### src/rtl/ctrl_src_arbiter.sv
// Control-source arbiter: hands the counter/shift-register datapath between the local
// board inputs and the debug VIO via drain -> flush -> grant. Optional macro: LOCAL_DEBOUNCE_EN.
module ctrl_src_arbiter #(
  parameter int NB_SW         = 4,
  parameter int FLUSH_CYC     = 4,
  parameter int DRAIN_TIMEOUT = 1023,
  parameter int NB_TO         = 10,
  parameter int STABLE_CYC    = 255
) (
  input  logic             clock,
  input  logic             i_reset,
  input  logic [NB_SW-1:0] i_sw_local,
  input  logic             i_reset_local,
  input  logic             i_sel_debug,
  input  logic [NB_SW-1:0] i_sw_debug,
  input  logic             i_reset_debug,
  input  logic             i_valid,
  output logic [NB_SW-1:0] o_sw,
  output logic             o_dp_reset,
  output logic [1:0]       o_grant,
  output logic             o_busy
);

  localparam int NB_LOC = NB_SW + 1;

  typedef enum logic [1:0] {
    ST_LOCAL = 2'd0,
    ST_DEBUG = 2'd1,
    ST_DRAIN = 2'd2,
    ST_FLUSH = 2'd3
  } state_t;

  state_t            state;
  state_t            state_n;
  logic [NB_TO-1:0]  cnt;
  logic [NB_TO-1:0]  cnt_n;
  logic [NB_SW-1:0]  sw_n;
  logic              dp_reset_n;
  logic [1:0]        grant_n;
  logic              busy_n;

  logic [NB_LOC-1:0] sync_meta;
  logic [NB_LOC-1:0] sync_out;
  logic [NB_LOC-1:0] loc_filt;
  logic [NB_SW-1:0]  loc_sw;
  logic              loc_rst;

  // Local button and switches are bundled so they share one two-stage synchronizer.
  always_ff @(posedge clock) begin
    if (i_reset) begin
      sync_meta <= '0;
      sync_out  <= '0;
    end else begin
      sync_meta <= {i_reset_local, i_sw_local};
      sync_out  <= sync_meta;
    end
  end

`ifdef LOCAL_DEBOUNCE_EN
  localparam int NB_DB = (STABLE_CYC < 2) ? 1 : $clog2(STABLE_CYC + 1);

  logic [NB_DB-1:0] db_cnt [NB_LOC];

  // Each bit counts consecutive samples that disagree with its filtered value and only
  // adopts the new level after a full stable window.
  always_ff @(posedge clock) begin
    if (i_reset) begin
      loc_filt <= '0;
      for (int i = 0; i < NB_LOC; i++) begin
        db_cnt[i] <= '0;
      end
    end else begin
      for (int i = 0; i < NB_LOC; i++) begin
        if (sync_out[i] == loc_filt[i]) begin
          db_cnt[i] <= '0;
        end else if (db_cnt[i] == NB_DB'(STABLE_CYC - 1)) begin
          loc_filt[i] <= sync_out[i];
          db_cnt[i]   <= '0;
        end else begin
          db_cnt[i] <= db_cnt[i] + 1'b1;
        end
      end
    end
  end
`else
  assign loc_filt = sync_out;
`endif

  assign loc_sw  = loc_filt[NB_SW-1:0];
  assign loc_rst = loc_filt[NB_SW];

  // Reset is treated as a flush so the datapath is always cleared at startup.
  always_ff @(posedge clock) begin
    if (i_reset) begin
      state      <= ST_FLUSH;
      cnt        <= '0;
      o_sw       <= '0;
      o_dp_reset <= 1'b1;
      o_grant    <= 2'b00;
      o_busy     <= 1'b1;
    end else begin
      state      <= state_n;
      cnt        <= cnt_n;
      o_sw       <= sw_n;
      o_dp_reset <= dp_reset_n;
      o_grant    <= grant_n;
      o_busy     <= busy_n;
    end
  end

  // Next state first, then the registered outputs are derived from the state being entered,
  // so outputs always line up with the state register.
  always_comb begin
    state_n    = state;
    cnt_n      = cnt;
    sw_n       = o_sw;
    dp_reset_n = o_dp_reset;
    grant_n    = o_grant;
    busy_n     = o_busy;

    case (state)
      ST_LOCAL: begin
        if (i_sel_debug) begin
          state_n = ST_DRAIN;
          cnt_n   = '0;
        end
      end
      ST_DEBUG: begin
        if (!i_sel_debug) begin
          state_n = ST_DRAIN;
          cnt_n   = '0;
        end
      end
      ST_DRAIN: begin
        if (i_valid || (cnt == NB_TO'(DRAIN_TIMEOUT))) begin
          state_n = ST_FLUSH;
          cnt_n   = '0;
        end else begin
          cnt_n = cnt + 1'b1;
        end
      end
      ST_FLUSH: begin
        if (cnt == NB_TO'(FLUSH_CYC - 1)) begin
          state_n = i_sel_debug ? ST_DEBUG : ST_LOCAL;
          cnt_n   = '0;
        end else begin
          cnt_n = cnt + 1'b1;
        end
      end
      default: begin
        state_n = ST_FLUSH;
        cnt_n   = '0;
      end
    endcase

    case (state_n)
      ST_LOCAL: begin
        sw_n       = loc_sw;
        dp_reset_n = loc_rst;
        grant_n    = 2'b01;
        busy_n     = 1'b0;
      end
      ST_DEBUG: begin
        sw_n       = i_sw_debug;
        dp_reset_n = i_reset_debug;
        grant_n    = 2'b10;
        busy_n     = 1'b0;
      end
      ST_DRAIN: begin
        dp_reset_n = 1'b0;
        grant_n    = 2'b00;
        busy_n     = 1'b1;
      end
      default: begin
        sw_n       = i_sel_debug ? i_sw_debug : loc_sw;
        dp_reset_n = 1'b1;
        grant_n    = 2'b00;
        busy_n     = 1'b1;
      end
    endcase
  end

endmodule

### config.mk
export PLATFORM = sky130hd
export DESIGN_NAME = ctrl_src_arbiter
export DESIGN_NICKNAME = d
export VERILOG_FILES = /design/src/rtl/ctrl_src_arbiter.sv
export SDC_FILE = /design/constraint.sdc
export NUM_CORES = 1
export LEC_CHECK = 0
export BUFFER_PORTS_ARGS = -buffer_cell sky130_fd_sc_hd__buf_4
export CAP_MARGIN = 20
export CORE_MARGIN = 2
export CORE_UTILIZATION = 55
export DETAILED_ROUTE_END_ITERATION = 8
export GPL_TIMING_DRIVEN = 1
export PLACE_DENSITY_LB_ADDON = 0.3
export SLEW_MARGIN = 10
export SYNTH_ARGS = -nofsm -noshare
export SYNTH_HDL_FRONTEND = slang
export SYNTH_SLANG_ARGS = --single-unit
### constraint.sdc
create_clock -name clock -period 4.05 [get_ports clock]
set_input_delay 0.2025 -clock clock [delete_from_list [all_inputs] [get_ports clock]]
set_output_delay 0.2025 -clock clock [all_outputs]
set_load 0.005 [all_outputs]
==> run summary <==
Status: completed
Placed cell areas: 1340 um2
Tmin final: 2.03 ns
Synth top area share: 0.516
Nets: 161
Fin Clk Skew: 0.00645 ns
GRT Overall Usage: 0.200
Pwr/cell area: 498 nW/um2
Max_slew headroom: 0.678
Core footprint: 1980 um2
Achievable frequency: 492 MHz
Initial antenna violation count: 0
Psw: 0.000190 W
Switching Share: 0.270
Distinct cells, synth: 29
Synth area leader: dfxtp_1
Pins Over Slew Limit: 0
Slew @ Worst Pin: 0.481 ns
Max-Cap Viols: 0
Post-synthesis net count: 137
Clock insertion delay at the later pin of the skew report: 0.33 ns
Initial drt markers: 17
Mapped Area: 1160 um2
Worst hold path class: input port to flip-flop
Mapped Cells: 122
Clock-pin slew on the worst setup and hold paths: 0.09 ns
Via density per instance: 5.36
Area fraction in compound gates after synthesis: 0.119
Met1 wire length: 983 um
Clk pwr share: 0.328
Clock Path Buffers: 2
TritonCTS clock tree: yes
Synth area leaders: dfxtp_1 52%, nor2b_1 5.9%, nor2_1 5.2%, xnor2_1 4.5%, nor3_1 4.3%
Clock sink total: 30
Largest family of logic cells by synthesized area: simple AND/OR/NAND/NOR gates
GPL Wtd Cong: 0.837
CTS Buf Count: 5
Simple-gate share of the synthesized area: 0.255
Synthesized flop and latch total: 30
Final wirelength: 2200 um
Final instance area: 1420 um2
Core Rows: 16
Grt ovf: 0
First-pass GRT wire length: 3620 um
Max layer used: met4
Detail Placement HPWL: 1590 um
Largest net degree at the start of global routing: 21
CTS Root Cell: clkbuf_4
Drt wl/cell: 12.6 um
Most common cell after layout, fill and taps aside: dfxtp_1
Area delta synth->final: 21.7%
XOR/XNOR share of the synthesized area: 0.0753
Vias: 933
RSZ-0062 raised after global routing: no
Commonest non-fill, non-tap cells in the layout: 30 x dfxtp_1, 21 x buf_4, 16 x nor2_1, 11 x nor2b_1, 10 x nor3_1
Die width: 50.0 um
Leakage power: 0.564 nW
Internal: 0.000514 W
Post-synthesis adder-cell area fraction: 0.0108
DR DRC count: 0
Initial core utilization: 0.587
Routed wl met3: 134 um
Drt pass-1 iters: 4
Endpoint class of the critical path: flip-flop
ANT nets after route: 0
Data arrival time of the worst path: 2.25 ns
Syn avg cell area: 9.54 um2
Tcrit/Tclk final: 0.502
H-tree Lvls: 2
Cells resized by post-CTS repair: 0
Vias in the first global route: 847
Fillers: 156
Critical setup path kind: flip-flop to flip-flop
Fin. Hold Viols: 0
Crit path required time: 4.27 ns
Cts hold-fix bufs: 0
Seq/Total Area, Yosys: 0.516
Die ar.: 2500 um2
Setup TNS: 0 ns
Warnings from Yosys: 0
Routed length on met2: 1020 um
Worst Path Max Fanout: 8
Diode count: 0
Post-synthesis mux area share: 0
Comb power frac: 0.183
Flop pwr share: 0.489
CP startpoint kind: flip-flop
# IOs: 22
Port Buffer Count: 21
Layout cells sized above 1: 0.224
Die Height: 50.0 um
Setup violators final: 0
Post-CTS setup buffer count: 0
Peak VDD IR: 0.000356 V
cell usage after synthesis, drive strengths merged:
library cell  number
or3                2
inv                3
o21ai              1
dfxtp             30
xor2               4
nor3              10
nand2              8
o32ai              4
or2                1
a21oi              4
a21o               1
a311o              2
o2111ai            1
and4               1
nor4               2
nand3              1
a221oi             1
buf                1
xnor2              6
a221o              1
nor2              16
nand2b             4
clkbuf             3
nand4              1
o32a               1
nor2b             11
a211oi             1
ha                 1
cell families after synthesis:
group,count (synthesis)
AO/OA/AOI/OAI,17
XOR/XNOR,10
adder cells (fa/ha/maj),1
buffers and inverters,7
flip-flops,30
AND/OR/NAND/NOR,57
layout make-up:
| class | count | area (um2) | area share |
|---|---|---|---|
| Clock inverter | 3 | 40.0 | 0.0283 |
| Sequential cell | 30 | 601 | 0.424 |
| Clock buffer | 5 | 37.5 | 0.0265 |
| Tap cell | 27 | 33.8 | 0.0239 |
| Multi-Input combinational cell | 85 | 536 | 0.378 |
| Timing Repair Buffer | 21 | 158 | 0.111 |
| Inverter | 3 | 11.3 | 0.00795 |
worst max-delay path, cell delays in order (launching register included):
cell and delay (ns):
dfxtp_1 0.38, ha_1 0.22, nand2_1 0.09, or3_4 0.41
a221o_1 0.42, o32ai_1 0.32, nor3_1 0.08
power groups by stage:
stage | Combinational (W) | Clock, W | Sequential, W
floorplan | 0.0000880 | 0 | 0.000347
global placement | 0.000125 | 0 | 0.000350
detailed placement | 0.000129 | 0 | 0.000352
CTS | 0.000130 | 0.000235 | 0.000345
global route | 0.000142 | 0.000250 | 0.000349
finish | 0.000129 | 0.000231 | 0.000345
metal layers:
metal	global-route usage	vias up
met5	0	-
met1	0.243	416
met2	0.298	35
met3	0.0636	8
met4	0.139	0
li1	-	474
final timing paths:
kind                            cells past startpoint           end          start  slack [ns]
worst max-delay path                                6       o_sw[2]         cnt[0]        2.02
worst min-delay path                                2  sync_meta[3]  i_sw_local[3]        0.08
worst max register to register                      6       o_sw[2]         cnt[0]        2.02
worst min register to register                      1   loc_filt[3]   sync_meta[3]        0.45
state kept, by name, indices dropped and copies added, names as in the netlist:
name	count
cnt	10
loc_filt	5
sync_meta	5
o_sw	4
o_grant	2
state	2
o_busy	1
o_dp_reset	1
metrics by stage:
step	power [W]	setup slack (ns)	cells	hold WS, ns	utilization
floorplan	0.000435	2.21	122	0.331	-
global placement	0.000475	2.13	166	0.415	0.676
detailed placement	0.000481	2.03	166	0.423	0.676
CTS	0.000709	2.02	174	0.0670	0.715
global route	0.000741	1.90	174	0.0715	0.715
finish	0.000705	2.02	174	0.0752	0.715
(Power assumes the default switching activity.)
